<file path="config.mk">
export PLATFORM = sky130hd
export DESIGN_NAME = parking_zone_manager_flat
export DESIGN_NICKNAME = d
export VERILOG_FILES = /design/src/rtl/parking_pkg.sv /design/src/rtl/parking_zone_manager_if.sv /design/src/rtl/parking_hour_clock.sv /design/src/rtl/parking_zone_manager.sv /design/src/flat_wrapper.sv
export SDC_FILE = /design/constraint.sdc
export NUM_CORES = 1
export LEC_CHECK = 0
export BUFFER_PORTS_ARGS = -buffer_cell sky130_fd_sc_hd__buf_2
export CAP_MARGIN = 5
export CORE_MARGIN = 1
export CORE_UTILIZATION = 50
export DETAILED_ROUTE_END_ITERATION = 12
export MAX_ROUTING_LAYER = met4
export PLACE_DENSITY = 0.79
export RECOVER_POWER = 100
export SETUP_SLACK_MARGIN = 0.02
export SLEW_MARGIN = 20
export SYNTH_ARGS = -nofsm -noshare
export SYNTH_HDL_FRONTEND = slang
export SYNTH_SLANG_ARGS = --single-unit
</file>
<file path="constraint.sdc">
create_clock -name clk -period 26.6 [get_ports clk]
set_input_delay 5.32 -clock clk [delete_from_list [all_inputs] [get_ports clk]]
set_output_delay 5.32 -clock clk [all_outputs]
set_load 0.03 [all_outputs]
</file>
<file path="src/rtl/parking_pkg.sv">
// parking_pkg: shared constants and the hour-dependent university capacity schedule.
// Latency: n/a (types, constants and a pure function only).
// Backpressure: n/a.
package parking_pkg;

  localparam int HOUR_W        = 5;
  localparam int HOURS_PER_DAY = 24;

  // Default capacity plan of the original two-zone site.
  localparam int DEF_TOTAL_CAP    = 700;
  localparam int DEF_UNI_BASE     = 500;
  localparam int DEF_UNI_MIN      = 200;
  localparam int DEF_STEP         = 100;
  localparam int DEF_SHRINK_START = 13;

  // University zone capacity for a given hour. Evaluated in 32-bit signed
  // arithmetic so the subtraction can go negative before clamping to the floor.
  function automatic int uni_cap_at(input int hour,
                                    input int uni_base,
                                    input int uni_min,
                                    input int step,
                                    input int shrink_start);
    int cap;
    if (hour <= shrink_start) begin
      cap = uni_base;
    end else begin
      cap = uni_base - step * (hour - shrink_start);
      if (cap < uni_min) cap = uni_min;
    end
    return cap;
  endfunction

endpackage

</file>
<file path="src/rtl/parking_zone_manager_if.sv">
// parking_zone_manager_if: gate-side requests/responses, hour control and occupancy display bus.
// Latency: n/a (wiring only).
// Backpressure: none; every request gets a one-cycle ack or nack pulse.
// master: gate sensors / hour source / display side. slave: parking_zone_manager.
interface parking_zone_manager_if #(
  parameter int CNT_W = 10
);
  import parking_pkg::*;

  // Hour control
  logic              hour_tick;
  logic              set_hour_valid;
  logic [HOUR_W-1:0] set_hour;

  // Gate events
  logic entry_req;
  logic entry_uni;
  logic exit_req;
  logic exit_uni;

  // Registered responses
  logic entry_ack;
  logic entry_nack;
  logic exit_ack;
  logic exit_nack;

  // Status / display
  logic [HOUR_W-1:0] hour;
  logic              is_open;
  logic [CNT_W-1:0]  uni_parked;
  logic [CNT_W-1:0]  gen_parked;
  logic [CNT_W-1:0]  ovf_parked;
  logic [CNT_W-1:0]  uni_vacant;
  logic [CNT_W-1:0]  gen_vacant;
  logic              uni_has_space;
  logic              gen_has_space;

  modport master (
    output hour_tick, set_hour_valid, set_hour,
    output entry_req, entry_uni, exit_req, exit_uni,
    input  entry_ack, entry_nack, exit_ack, exit_nack,
    input  hour, is_open, uni_parked, gen_parked, ovf_parked,
    input  uni_vacant, gen_vacant, uni_has_space, gen_has_space
  );

  modport slave (
    input  hour_tick, set_hour_valid, set_hour,
    input  entry_req, entry_uni, exit_req, exit_uni,
    output entry_ack, entry_nack, exit_ack, exit_nack,
    output hour, is_open, uni_parked, gen_parked, ovf_parked,
    output uni_vacant, gen_vacant, uni_has_space, gen_has_space
  );

endinterface

</file>
<file path="src/rtl/parking_hour_clock.sv">
// parking_hour_clock: hour-of-day register with load, tick and 23->0 wrap; decodes opening hours.
// Latency: load/tick visible one cycle after the sampling edge; is_open is combinational from the hour.
// Backpressure: none; load has priority over tick, out-of-range loads are dropped.
// Ports: clk, reset (sync, active-high), i_hour_tick, i_set_hour_valid, i_set_hour -> o_hour, o_is_open.
module parking_hour_clock
  import parking_pkg::*;
#(
  parameter int OPEN_HOUR  = 8,
  parameter int CLOSE_HOUR = 24,
  parameter int RESET_HOUR = 0
) (
  input  logic              clk,
  input  logic              reset,
  input  logic              i_hour_tick,
  input  logic              i_set_hour_valid,
  input  logic [HOUR_W-1:0] i_set_hour,
  output logic [HOUR_W-1:0] o_hour,
  output logic              o_is_open
);

  logic [HOUR_W-1:0] r_hour;
  int                w_hour_int;

  always_ff @(posedge clk) begin
    if (reset) begin
      r_hour <= HOUR_W'(RESET_HOUR);
    end else if (i_set_hour_valid) begin
      // An invalid load still wins over a tick; it simply leaves the hour alone.
      if (i_set_hour < HOUR_W'(HOURS_PER_DAY)) r_hour <= i_set_hour;
    end else if (i_hour_tick) begin
      if (r_hour == HOUR_W'(HOURS_PER_DAY - 1)) r_hour <= '0;
      else                                       r_hour <= r_hour + 1'b1;
    end
  end

  assign w_hour_int = int'(r_hour);
  assign o_hour     = r_hour;
  assign o_is_open  = (w_hour_int >= OPEN_HOUR) && (w_hour_int < CLOSE_HOUR);

endmodule

</file>
<file path="src/rtl/parking_zone_manager.sv">
// parking_zone_manager: two-zone car park admission with hour-dependent university capacity and overflow.
// Latency: request sampled at edge N -> ack/nack pulse and counter update visible after edge N.
// Backpressure: none; each sampled request gets exactly one ack or nack, refusals leave counters unchanged.
// Ports: clk, reset (sync, active-high), bus (slave modport: hour control, gate events, responses, status).
module parking_zone_manager
  import parking_pkg::*;
#(
  parameter int TOTAL_CAP    = DEF_TOTAL_CAP,
  parameter int UNI_BASE     = DEF_UNI_BASE,
  parameter int UNI_MIN      = DEF_UNI_MIN,
  parameter int STEP         = DEF_STEP,
  parameter int SHRINK_START = DEF_SHRINK_START,
  parameter int OPEN_HOUR    = 8,
  parameter int CLOSE_HOUR   = 24,
  parameter int UNI_OVERFLOW = 1,
  parameter int RESET_HOUR   = 0,
  parameter int CNT_W        = 10
) (
  input logic                   clk,
  input logic                   reset,
  parking_zone_manager_if.slave bus
);

  // Extra headroom so capacity-minus-occupancy never wraps.
  localparam int EW = CNT_W + 5;

  logic [HOUR_W-1:0] w_hour;
  logic              w_is_open;

  logic [CNT_W-1:0] r_uni, r_gen, r_ovf;
  logic             r_entry_ack, r_entry_nack, r_exit_ack, r_exit_nack;

  logic [EW-1:0] w_uni_cap, w_gen_cap, w_gen_used, w_uni_vac, w_gen_vac;
  logic          w_uni_has, w_gen_has;

  logic w_inc_uni, w_inc_ovf, w_inc_gen, w_entry_ok;
  logic w_dec_uni, w_dec_ovf, w_dec_gen, w_exit_ok;

  parking_hour_clock #(
    .OPEN_HOUR (OPEN_HOUR),
    .CLOSE_HOUR(CLOSE_HOUR),
    .RESET_HOUR(RESET_HOUR)
  ) u_hour_clock (
    .clk             (clk),
    .reset           (reset),
    .i_hour_tick     (bus.hour_tick),
    .i_set_hour_valid(bus.set_hour_valid),
    .i_set_hour      (bus.set_hour),
    .o_hour          (w_hour),
    .o_is_open       (w_is_open)
  );

  // Capacity and saturating vacancy, all from registered state.
  assign w_uni_cap  = EW'(uni_cap_at(int'(w_hour), UNI_BASE, UNI_MIN, STEP, SHRINK_START));
  assign w_gen_cap  = EW'(TOTAL_CAP) - w_uni_cap;
  assign w_gen_used = EW'(r_gen) + EW'(r_ovf);
  assign w_uni_vac  = (w_uni_cap > EW'(r_uni)) ? (w_uni_cap - EW'(r_uni)) : '0;
  assign w_gen_vac  = (w_gen_cap > w_gen_used) ? (w_gen_cap - w_gen_used) : '0;
  assign w_uni_has  = (w_uni_vac != '0);
  assign w_gen_has  = (w_gen_vac != '0);

  // Admission uses only pre-update counts, so a same-cycle exit never frees
  // a space for the entry sampled alongside it.
  always_comb begin
    w_inc_uni = 1'b0;
    w_inc_ovf = 1'b0;
    w_inc_gen = 1'b0;
    if (bus.entry_req && w_is_open) begin
      if (bus.entry_uni) begin
        if (w_uni_has)                            w_inc_uni = 1'b1;
        else if ((UNI_OVERFLOW != 0) && w_gen_has) w_inc_ovf = 1'b1;
      end else if (w_gen_has) begin
        w_inc_gen = 1'b1;
      end
    end
    w_entry_ok = w_inc_uni | w_inc_ovf | w_inc_gen;
  end

  // University exits drain overflow first, returning general spaces sooner.
  always_comb begin
    w_dec_uni = 1'b0;
    w_dec_ovf = 1'b0;
    w_dec_gen = 1'b0;
    if (bus.exit_req) begin
      if (bus.exit_uni) begin
        if (r_ovf != '0)      w_dec_ovf = 1'b1;
        else if (r_uni != '0) w_dec_uni = 1'b1;
      end else if (r_gen != '0) begin
        w_dec_gen = 1'b1;
      end
    end
    w_exit_ok = w_dec_uni | w_dec_ovf | w_dec_gen;
  end

  always_ff @(posedge clk) begin
    if (reset) begin
      r_uni        <= '0;
      r_gen        <= '0;
      r_ovf        <= '0;
      r_entry_ack  <= 1'b0;
      r_entry_nack <= 1'b0;
      r_exit_ack   <= 1'b0;
      r_exit_nack  <= 1'b0;
    end else begin
      r_uni        <= r_uni + CNT_W'(w_inc_uni) - CNT_W'(w_dec_uni);
      r_gen        <= r_gen + CNT_W'(w_inc_gen) - CNT_W'(w_dec_gen);
      r_ovf        <= r_ovf + CNT_W'(w_inc_ovf) - CNT_W'(w_dec_ovf);
      r_entry_ack  <= bus.entry_req &  w_entry_ok;
      r_entry_nack <= bus.entry_req & ~w_entry_ok;
      r_exit_ack   <= bus.exit_req  &  w_exit_ok;
      r_exit_nack  <= bus.exit_req  & ~w_exit_ok;
    end
  end

  assign bus.entry_ack     = r_entry_ack;
  assign bus.entry_nack    = r_entry_nack;
  assign bus.exit_ack      = r_exit_ack;
  assign bus.exit_nack     = r_exit_nack;
  assign bus.hour          = w_hour;
  assign bus.is_open       = w_is_open;
  assign bus.uni_parked    = r_uni;
  assign bus.gen_parked    = r_gen;
  assign bus.ovf_parked    = r_ovf;
  assign bus.uni_vacant    = CNT_W'(w_uni_vac);
  assign bus.gen_vacant    = CNT_W'(w_gen_vac);
  assign bus.uni_has_space = w_uni_has;
  assign bus.gen_has_space = w_gen_has;

endmodule

</file>
<file path="src/flat_wrapper.sv">
// flat-port wrapper written by rule: the top's interface ports become plain ports
module parking_zone_manager_flat import parking_pkg::*;
#(
  parameter int TOTAL_CAP    = DEF_TOTAL_CAP,
  parameter int UNI_BASE     = DEF_UNI_BASE,
  parameter int UNI_MIN      = DEF_UNI_MIN,
  parameter int STEP         = DEF_STEP,
  parameter int SHRINK_START = DEF_SHRINK_START,
  parameter int OPEN_HOUR    = 8,
  parameter int CLOSE_HOUR   = 24,
  parameter int UNI_OVERFLOW = 1,
  parameter int RESET_HOUR   = 0,
  parameter int CNT_W        = 10
)
  (clk, reset, bus_hour_tick, bus_set_hour_valid, bus_set_hour, bus_entry_req, bus_entry_uni, bus_exit_req, bus_exit_uni, bus_entry_ack, bus_entry_nack, bus_exit_ack, bus_exit_nack, bus_hour, bus_is_open, bus_uni_parked, bus_gen_parked, bus_ovf_parked, bus_uni_vacant, bus_gen_vacant, bus_uni_has_space, bus_gen_has_space);
  parking_zone_manager_if #(.CNT_W(CNT_W)) bus_i ();
  input logic clk;
  input logic reset;
  input wire logic [$bits(bus_i.hour_tick)-1:0] bus_hour_tick;
  input wire logic [$bits(bus_i.set_hour_valid)-1:0] bus_set_hour_valid;
  input wire logic [$bits(bus_i.set_hour)-1:0] bus_set_hour;
  input wire logic [$bits(bus_i.entry_req)-1:0] bus_entry_req;
  input wire logic [$bits(bus_i.entry_uni)-1:0] bus_entry_uni;
  input wire logic [$bits(bus_i.exit_req)-1:0] bus_exit_req;
  input wire logic [$bits(bus_i.exit_uni)-1:0] bus_exit_uni;
  output wire logic [$bits(bus_i.entry_ack)-1:0] bus_entry_ack;
  output wire logic [$bits(bus_i.entry_nack)-1:0] bus_entry_nack;
  output wire logic [$bits(bus_i.exit_ack)-1:0] bus_exit_ack;
  output wire logic [$bits(bus_i.exit_nack)-1:0] bus_exit_nack;
  output wire logic [$bits(bus_i.hour)-1:0] bus_hour;
  output wire logic [$bits(bus_i.is_open)-1:0] bus_is_open;
  output wire logic [$bits(bus_i.uni_parked)-1:0] bus_uni_parked;
  output wire logic [$bits(bus_i.gen_parked)-1:0] bus_gen_parked;
  output wire logic [$bits(bus_i.ovf_parked)-1:0] bus_ovf_parked;
  output wire logic [$bits(bus_i.uni_vacant)-1:0] bus_uni_vacant;
  output wire logic [$bits(bus_i.gen_vacant)-1:0] bus_gen_vacant;
  output wire logic [$bits(bus_i.uni_has_space)-1:0] bus_uni_has_space;
  output wire logic [$bits(bus_i.gen_has_space)-1:0] bus_gen_has_space;
  assign bus_i.hour_tick = bus_hour_tick;
  assign bus_i.set_hour_valid = bus_set_hour_valid;
  assign bus_i.set_hour = bus_set_hour;
  assign bus_i.entry_req = bus_entry_req;
  assign bus_i.entry_uni = bus_entry_uni;
  assign bus_i.exit_req = bus_exit_req;
  assign bus_i.exit_uni = bus_exit_uni;
  assign bus_entry_ack = bus_i.entry_ack;
  assign bus_entry_nack = bus_i.entry_nack;
  assign bus_exit_ack = bus_i.exit_ack;
  assign bus_exit_nack = bus_i.exit_nack;
  assign bus_hour = bus_i.hour;
  assign bus_is_open = bus_i.is_open;
  assign bus_uni_parked = bus_i.uni_parked;
  assign bus_gen_parked = bus_i.gen_parked;
  assign bus_ovf_parked = bus_i.ovf_parked;
  assign bus_uni_vacant = bus_i.uni_vacant;
  assign bus_gen_vacant = bus_i.gen_vacant;
  assign bus_uni_has_space = bus_i.uni_has_space;
  assign bus_gen_has_space = bus_i.gen_has_space;
  parking_zone_manager #(.TOTAL_CAP(TOTAL_CAP), .UNI_BASE(UNI_BASE), .UNI_MIN(UNI_MIN), .STEP(STEP), .SHRINK_START(SHRINK_START), .OPEN_HOUR(OPEN_HOUR), .CLOSE_HOUR(CLOSE_HOUR), .UNI_OVERFLOW(UNI_OVERFLOW), .RESET_HOUR(RESET_HOUR), .CNT_W(CNT_W)) u_core (.clk(clk), .reset(reset), .bus(bus_i));
endmodule
</file>
==> results of run 1 <==
## final cells by class
class | instances | area, um^2 | area share
multi-input cells | 573 | 4260 | 0.711
flip-flops and latches | 39 | 781 | 0.130
inverters | 95 | 362 | 0.0603
repair buffers | 75 | 295 | 0.0493
well taps | 140 | 175 | 0.0292
clock buffers | 6 | 82.6 | 0.0138
clock inverters | 2 | 35.0 | 0.00585
## sequential cells by signal (all words and copies together) (netlist names)
| name | cells |
|---|---|
| u_core.u_hour_clock.o_hour | 5 |
| u_core.bus.gen_parked | 10 |
| u_core.bus.entry_ack | 1 |
| u_core.bus.ovf_parked | 10 |
| u_core.bus.exit_ack | 1 |
| u_core.bus.uni_parked | 10 |
| u_core.bus.exit_nack | 1 |
| u_core.bus.entry_nack | 1 |
## critical path, delay by kind of cell, from the launching register on
| kind | cells | cell delay [ps] |
|---|---|---|
| AO/OA/AOI/OAI | 11 | 3910 |
| XOR/XNOR | 2 | 540 |
| adder cells (fa/ha/maj) | 9 | 3090 |
| buffers and inverters | 7 | 840 |
| flip-flops | 1 | 580 |
| AND/OR/NAND/NOR | 7 | 1590 |
## worst max path at each step
stage                                          startpoint                 to  slack, ps  cells after the start
6_report       u_core.u_hour_clock.o_hour[0]$_SDFFE_PP0P_  bus_gen_has_space      10450                     36
5_1_grt        u_core.u_hour_clock.o_hour[0]$_SDFFE_PP0P_  bus_gen_has_space       9480                     36
4_1_cts        u_core.u_hour_clock.o_hour[0]$_SDFFE_PP0P_  bus_uni_has_space      11170                     39
3_5_place_dp   u_core.u_hour_clock.o_hour[0]$_SDFFE_PP0P_  bus_uni_has_space      11530                     39
3_3_place_gp   u_core.u_hour_clock.o_hour[0]$_SDFFE_PP0P_  bus_uni_has_space      11760                     39
2_1_floorplan  u_core.u_hour_clock.o_hour[0]$_SDFFE_PP0P_  bus_gen_has_space      12760                     40
## cell usage after synthesis, types with 3 or more instances
cell / instances
nor2b_1: 20
o21a_1: 6
buf_2: 3
nor2_1: 85
and2_1: 3
fa_1: 8
o21ai_0: 24
a32oi_1: 3
o31ai_1: 5
nor4_1: 3
o21bai_1: 25
nand3_1: 25
nand2_1: 30
xor2_1: 16
a21oi_1: 50
a311oi_1: 3
nand2b_1: 4
a211oi_1: 7
a22oi_1: 5
nand4_1: 10
xnor2_1: 53
and3_1: 6
dfxtp_1: 39
a21o_1: 13
clkbuf_1: 9
a31oi_1: 10
ha_1: 96
inv_1: 92
o211ai_1: 6
nor3_1: 10
## routing by layer
layer,global-route usage,vias to the layer above,part of all wire
met5,-,-,0
met4,0.0744,0,0.017
met3,0.0213,18,0.037
met2,0.406,97,0.47
met1,0.318,2394,0.48
li1,-,2661,-
## logic make-up (layout without fill, tap and decap cells)
group	after synthesis	in the layout	share of synthesized area
AOI/OAI and AO/OA	185	185	0.231
xor gates and xnor gates	70	70	0.112
adders and majority gates	106	106	0.250
buffers and inverters	111	178	0.0796
DFF	39	39	0.141
muxes	1	1	0.00181
and+or+nand+nor	211	211	0.185
## per-stage QoR
| step | hold WS [ps] | cell area [um^2] |
|---|---|---|
| after global routing | 675 | 5990 |
| after CTS | 608 | 6120 |
| after detailed placement | 593 | 6000 |
| after floorplan | 663 | 5530 |
| final | 623 | 5990 |
| after global placement | 592 | 6000 |
==> PnR_summary.wiki, run 1 <==
{| class="wikitable"
! Metric !! Value
|-
| Vias in the first global route || 4819
|-
| Final weighted congestion of routability-driven global placement || between 0.9 and 1
|-
| Number of nets in the layout || 906
|-
| Placeable core area || 0.0108 mm^2
|-
| Number of diodes added for antenna fixing || 0
|-
| Total wirelength of the detailed-routed design || 13500 um
|-
| Clock tree from TritonCTS || done
|-
| Maxcap violations || 1
|-
| Clock sinks || 39
|-
| Post-synth cell types || 71
|-
| FFs w/ async S/R, synth || 0
|-
| Worst-case hold path end point || u_core.u_hour_clock.o_hour[4]$_SDFFE_PP0P_
|-
| Number of flops mapped to enable cells by yosys || 0
|-
| Proportion of netlist area held by the largest area contributor || 0.217
|-
| Failing checks || max-capacitance violations, max-slew violations
|-
| H-tree depth reported by CTS || 2
|-
| Launch instance of the worst min-delay path || u_core.u_hour_clock.o_hour[4]$_SDFFE_PP0P_
|-
| Register clock-pin slew on the reported worst setup and hold paths || roughly 80 ps
|-
| Warnings, synthesis || 0
|-
| Length of the first detailed-routing pass in iterations || 5
|-
| Unrepaired setup endpoints after global routing || false
|-
| Synthesis-to-layout area growth || 8.32%
|-
| Fraction of final layout cells with drive strength greater than 1 || 0.0367
|-
| Worst reg2reg path endpoint || u_core.bus.ovf_parked[9]$_SDFF_PP0_
|-
| Time the final worst path needs with I/O delays and setup || 16150 ps
|-
| Root cell of the clock tree || clkbuf_8
|-
| Critical path peak fanout || 15
|-
| First DRT Iteration DRCs || 245
|-
| CTS resizes || 0
|-
| Initial antenna violation count || 0
|-
| Hold_buf cts || 0
|-
| WHS Path Cells || 2
|-
| DRT antenna net count || 0
|-
| Placed cell count || a little over 900
|-
| Cells after Synth || a little over 700
|-
| Arr. time, crit path || 10830 ps
|-
| Worst EP required || around 21000 ps
|-
| Number of vias per cell || 5.56
|-
| Worst Hold Class || reg -> reg
|-
| # rows || 38
|-
| Final global-route overflow total || 0
|-
| Post-Synthesis Mean Instance Area || 7.65 um^2
|-
| R2R cell count || 46
|-
| Number of vias in the routed layout || 5170
|-
| Sequential fraction of the synthesis area || 0.141
|-
| Headroom to the max-slew limit || -0.0982
|-
| Master of the slowest instance on the critical path || a21oi_1
|-
| Slew @ Worst Pin || between 1500 and 2000 ps
|-
| Source-to-sink clock delay at the later pin of the worst-skew pair || 290 ps
|-
| Worst Skew || ~5.3 ps
|-
| Most used DFF post-synth || dfxtp_1
|-
| Remaining design rule violation count || 0
|-
| Longest individual stage delay on the worst path || 800 ps
|-
| Post-Synthesis Cell Area || 0.00553 mm^2
|-
| Status || finished with violations
|-
| Fillers || 1060
|-
| PortBufs || 74
|-
| Reg-to-Reg Start || u_core.u_hour_clock.o_hour[0]$_SDFFE_PP0P_
|-
| Die area || 0.0115 mm^2
|-
| Most common cell after layout, fill and taps aside || ha_1
|-
| Critical path class || reg -> out
|-
| Clock tree buffer depth || 2
|-
| Count of buffers added by post-CTS timing repair for setup || 0
|-
| Kind of start point of the critical path || register
|-
| CTS buffer count || 5
|-
| Largest net degree at the start of global routing || 37
|-
| Max Clock Freq || 0.0619 GHz
|-
| Part of the cycle the worst path needs || 0.607
|-
| Initial Utilization || 0.513
|-
| Commonest non-fill, non-tap cells in the layout || ha_1 (96), inv_1 (92), nor2_1 (85), clkbuf_1 (64), xnor2_1 (53)
|-
| Die H || 107 um
|-
| Io pins || 75
|-
| Number of nets in the synthesized netlist || 840
|-
| Wire length of the first global-routing pass || between 20000 and 25000 um
|-
| Overall Global Routing Usage || 0.246
|-
| Final Hold Violating Endpoints || 0
|-
| Post-synthesis register bit count || 39
|-
| Leading cell types by total area after synthesis || ha_1 (22%), dfxtp_1 (14%), xnor2_1 (8.4%)
|-
| Final-layout setup total negative slack || 0 ps
|-
| Final cell count without fillers || 930
|-
| Crit path setup slack, layout || 10450 ps
|-
| Wire per inst || around 15 um
|-
| Final Max Tran Viols || 37
|-
| Register-to-register path setup slack || 14300 ps
|-
| Post-DP HPWL || 10800 um
|-
| Core Util, Final || 0.555
|-
| Yosys top cell by area || ha_1
|-
| Count of endpoints failing setup in the final report || 0
|-
| Most prevalent standard cell on the critical path || ha_1
|-
| Setup slack after placement || 11530 ps
|-
| Type of destination of the critical path || output pin
|-
| Width of the die || 107 um
|}
Power of run 1 is not shown: default switching activity piles up to over one toggle a cycle in this logic, so the estimate is an artifact.
==> run 2: changes to the inputs <==
==> constraint.sdc (replaced) <==
create_clock -name clk -period 16.05 [get_ports clk]
set_input_delay 3.21 -clock clk [delete_from_list [all_inputs] [get_ports clk]]
set_output_delay 3.21 -clock clk [all_outputs]
set_load 0.03 [all_outputs]
==> PnR_summary.wiki, run 2 (synthesis results as in run 1) <==
{| class="wikitable"
! Metric !! Value
|-
| Status || finished with violations (unchanged)
|-
| Failing checks || max-capacitance violations, max-slew violations (unchanged)
|-
| Width of the die || 107 um (unchanged)
|-
| Final global-route overflow total || 0 (unchanged)
|-
| Max Clock Freq || 0.0708 GHz
|-
| Final-layout setup total negative slack || 0 ps (unchanged)
|-
| Type of destination of the critical path || output pin (unchanged)
|-
| Wire per inst || 14.5 um (about the same)
|-
| Overall Global Routing Usage || 0.250 (was 0.246)
|-
| Remaining design rule violation count || 0 (unchanged)
|-
| Placeable core area || 0.0108 mm^2 (unchanged)
|-
| Commonest non-fill, non-tap cells in the layout || ha_1 (96), inv_1 (92), nor2_1 (85), clkbuf_1 (64), xnor2_1 (53) (unchanged)
|-
| Initial antenna violation count || 0 (unchanged)
|-
| Register-to-register path setup slack || 3640 ps (was 14300 ps)
|-
| Clock sinks || 39 (unchanged)
|-
| Worst Hold Class || reg -> reg (unchanged)
|-
| Kind of start point of the critical path || register (unchanged)
|-
| Kind of cell adding the most delay to the critical path || compound AO/OA/AOI/OAI gates (unchanged)
|-
| First DRT Iteration DRCs || 269 (was 245)
|-
| Wire length of the first global-routing pass || 22400 um (was 22200 um)
|-
| DRT antenna net count || 0 (unchanged)
|-
| Root cell of the clock tree || clkbuf_8 (unchanged)
|-
| Number of vias per cell || 5.59 (was 5.56)
|-
| Worst EP required || 12840 ps (was 21280 ps)
|-
| Maxcap violations || 1 (unchanged)
|-
| Synthesis-to-layout area growth || 8.21% (was 8.32%)
|-
| R2R cell count || 46 (unchanged)
|-
| Hold WS || 612 ps (was 623 ps)
|-
| Largest net degree at the start of global routing || 37 (unchanged)
|-
| Hold_buf cts || 0 (unchanged)
|-
| Clock tree from TritonCTS || done (unchanged)
|-
| Routed length on met3 || 570 um (was 495 um)
|-
| Time the final worst path needs with I/O delays and setup || 14110 ps
|-
| Number of vias in the routed layout || 5199 (was 5170)
|-
| Count of endpoints failing setup in the final report || 0 (unchanged)
|-
| Worst Skew || 7.97 ps (was 5.33 ps)
|-
| Final Max Tran Viols || 37 (unchanged)
|-
| Worst-case hold path end point || u_core.u_hour_clock.o_hour[4]$_SDFFE_PP0P_ (unchanged)
|-
| Launch instance of the worst min-delay path || u_core.u_hour_clock.o_hour[4]$_SDFFE_PP0P_ (unchanged)
|-
| Unrepaired setup endpoints after global routing || false (unchanged)
|-
| Highest routed metal layer || met4 (unchanged)
|-
| Part of the cycle the worst path needs || 0.879
|-
| Register clock-pin slew on the reported worst setup and hold paths || 80 ps (about the same)
|-
| Longest individual stage delay on the worst path || 830 ps (was 800 ps)
|-
| Arr. time, crit path || 10900 ps (was 10830 ps)
|-
| Die H || 107 um (unchanged)
|-
| Headroom to the max-slew limit || -0.103 (was -0.0982)
|-
| Slew @ Worst Pin || 1650 ps (about the same)
|-
| Initial Utilization || 0.513 (unchanged)
|-
| Clock tree buffer depth || 2 (unchanged)
|-
| Fillers || 1050 (was 1060)
|-
| Length of the first detailed-routing pass in iterations || 5 (unchanged)
|-
| CTS buffer count || 5 (unchanged)
|-
| Io pins || 75 (unchanged)
|-
| CTS resizes || 0 (unchanged)
|-
| Met1 routed wirelength after detailed routing || 6410 um (was 6490 um)
|-
| Critical path class || reg -> out (unchanged)
|-
| Final Hold Violating Endpoints || 0 (unchanged)
|-
| Fraction of final layout cells with drive strength greater than 1 || 0.0354 (was 0.0367)
|-
| H-tree depth reported by CTS || 2 (unchanged)
|-
| Number of diodes added for antenna fixing || 0 (unchanged)
|-
| Placed cell count || 921 (unchanged)
|-
| Vias in the first global route || 4912 (was 4819)
|-
| WHS Path Cells || 2 (unchanged)
|-
| Final cell count without fillers || 930 (unchanged)
|-
| Source-to-sink clock delay at the later pin of the worst-skew pair || 290 ps (about the same)
|-
| Most common cell after layout, fill and taps aside || ha_1 (unchanged)
|-
| Die area || 0.0115 mm^2 (unchanged)
|-
| Final weighted congestion of routability-driven global placement || 0.904 (was 0.908)
|-
| Worst path buffer plus inverter count || 7 (unchanged)
|-
| Critical path peak fanout || 15 (unchanged)
|-
| Most prevalent standard cell on the critical path || ha_1 (unchanged)
|-
| Final instance area || 0.00599 mm^2 (about the same)
|-
| PortBufs || 74 (unchanged)
|-
| Master of the slowest instance on the critical path || a21oi_1 (unchanged)
|-
| Reg-to-Reg Start || u_core.u_hour_clock.o_hour[0]$_SDFFE_PP0P_ (unchanged)
|-
| Routed met2 length || 6280 um (was 6300 um)
|-
| Placed standard-cell area || 0.00600 mm^2 (unchanged)
|-
| Total wirelength of the detailed-routed design || 13500 um (about the same)
|-
| Post-DP HPWL || 10900 um (was 10800 um)
|-
| # rows || 38 (unchanged)
|-
| Count of buffers added by post-CTS timing repair for setup || 0 (unchanged)
|-
| Number of nets in the layout || 906 (unchanged)
|-
| Worst reg2reg path endpoint || u_core.bus.ovf_parked[9]$_SDFF_PP0_ (unchanged)
|}
## run 2: cell count changes in the layout (fill, tap and decap cells not counted)
cell | before | now
or4_2 | 1 | 0
clkbuf_8 | 6 | 5
clkinv_4 | 0 | 1
or4_1 | 1 | 2
## run 2: worst max path at each step
stage / slack (ps) / from / cells after the start / to
after floorplan: 4320 / u_core.u_hour_clock.o_hour[0]$_SDFFE_PP0P_ / 40 / bus_gen_has_space
after global placement: 3310 / u_core.u_hour_clock.o_hour[0]$_SDFFE_PP0P_ / 39 / bus_uni_has_space
after detailed placement: 3040 / u_core.u_hour_clock.o_hour[0]$_SDFFE_PP0P_ / 39 / bus_uni_has_space
after CTS: 2680 / u_core.u_hour_clock.o_hour[0]$_SDFFE_PP0P_ / 39 / bus_uni_has_space
after global routing: 1000 / u_core.u_hour_clock.o_hour[0]$_SDFFE_PP0P_ / 36 / bus_gen_has_space
final: 1940 / u_core.u_hour_clock.o_hour[0]$_SDFFE_PP0P_ / 36 / bus_gen_has_space
## run 2: routing by layer
metal  track usage  vias to the layer above
met3        0.0182                       16
met1         0.325                     2407
met4        0.0734                        0
li1              -                     2655
met5             -                        -
met2         0.416                      121
## run 2: metrics by stage
stage           util  worst slack, ps
2_1_floorplan      -             4320
3_3_place_gp   0.556             3310
3_5_place_dp   0.556             3040
4_1_cts        0.566             2680
5_1_grt        0.555              999
6_report       0.555             1940
## run 2: layout make-up
| type | count | area, um^2 | share of cell area |
|---|---|---|---|
| Sequential cell | 39 | 781 | 0.130 |
| Clock inverter | 3 | 43.8 | 0.00731 |
| Multi-Input combinational cell | 573 | 4260 | 0.712 |
| Timing Repair Buffer | 75 | 295 | 0.0493 |
| Tap cell | 140 | 175 | 0.0293 |
| Clock buffer | 5 | 68.8 | 0.0115 |
| Inverter | 95 | 362 | 0.0604 |
## run 2: worst register-to-register path: cells and delay by family, from the launching register on
kind	cells	cell delay (ps)
AND/OR/NAND/NOR	9	1640
AO/OA/AOI/OAI	19	5440
XOR/XNOR	3	690
adder cells (fa/ha/maj)	10	3320
flip-flops	1	590
buffers and inverters	5	570
Power of run 2 is left out for the same reason.
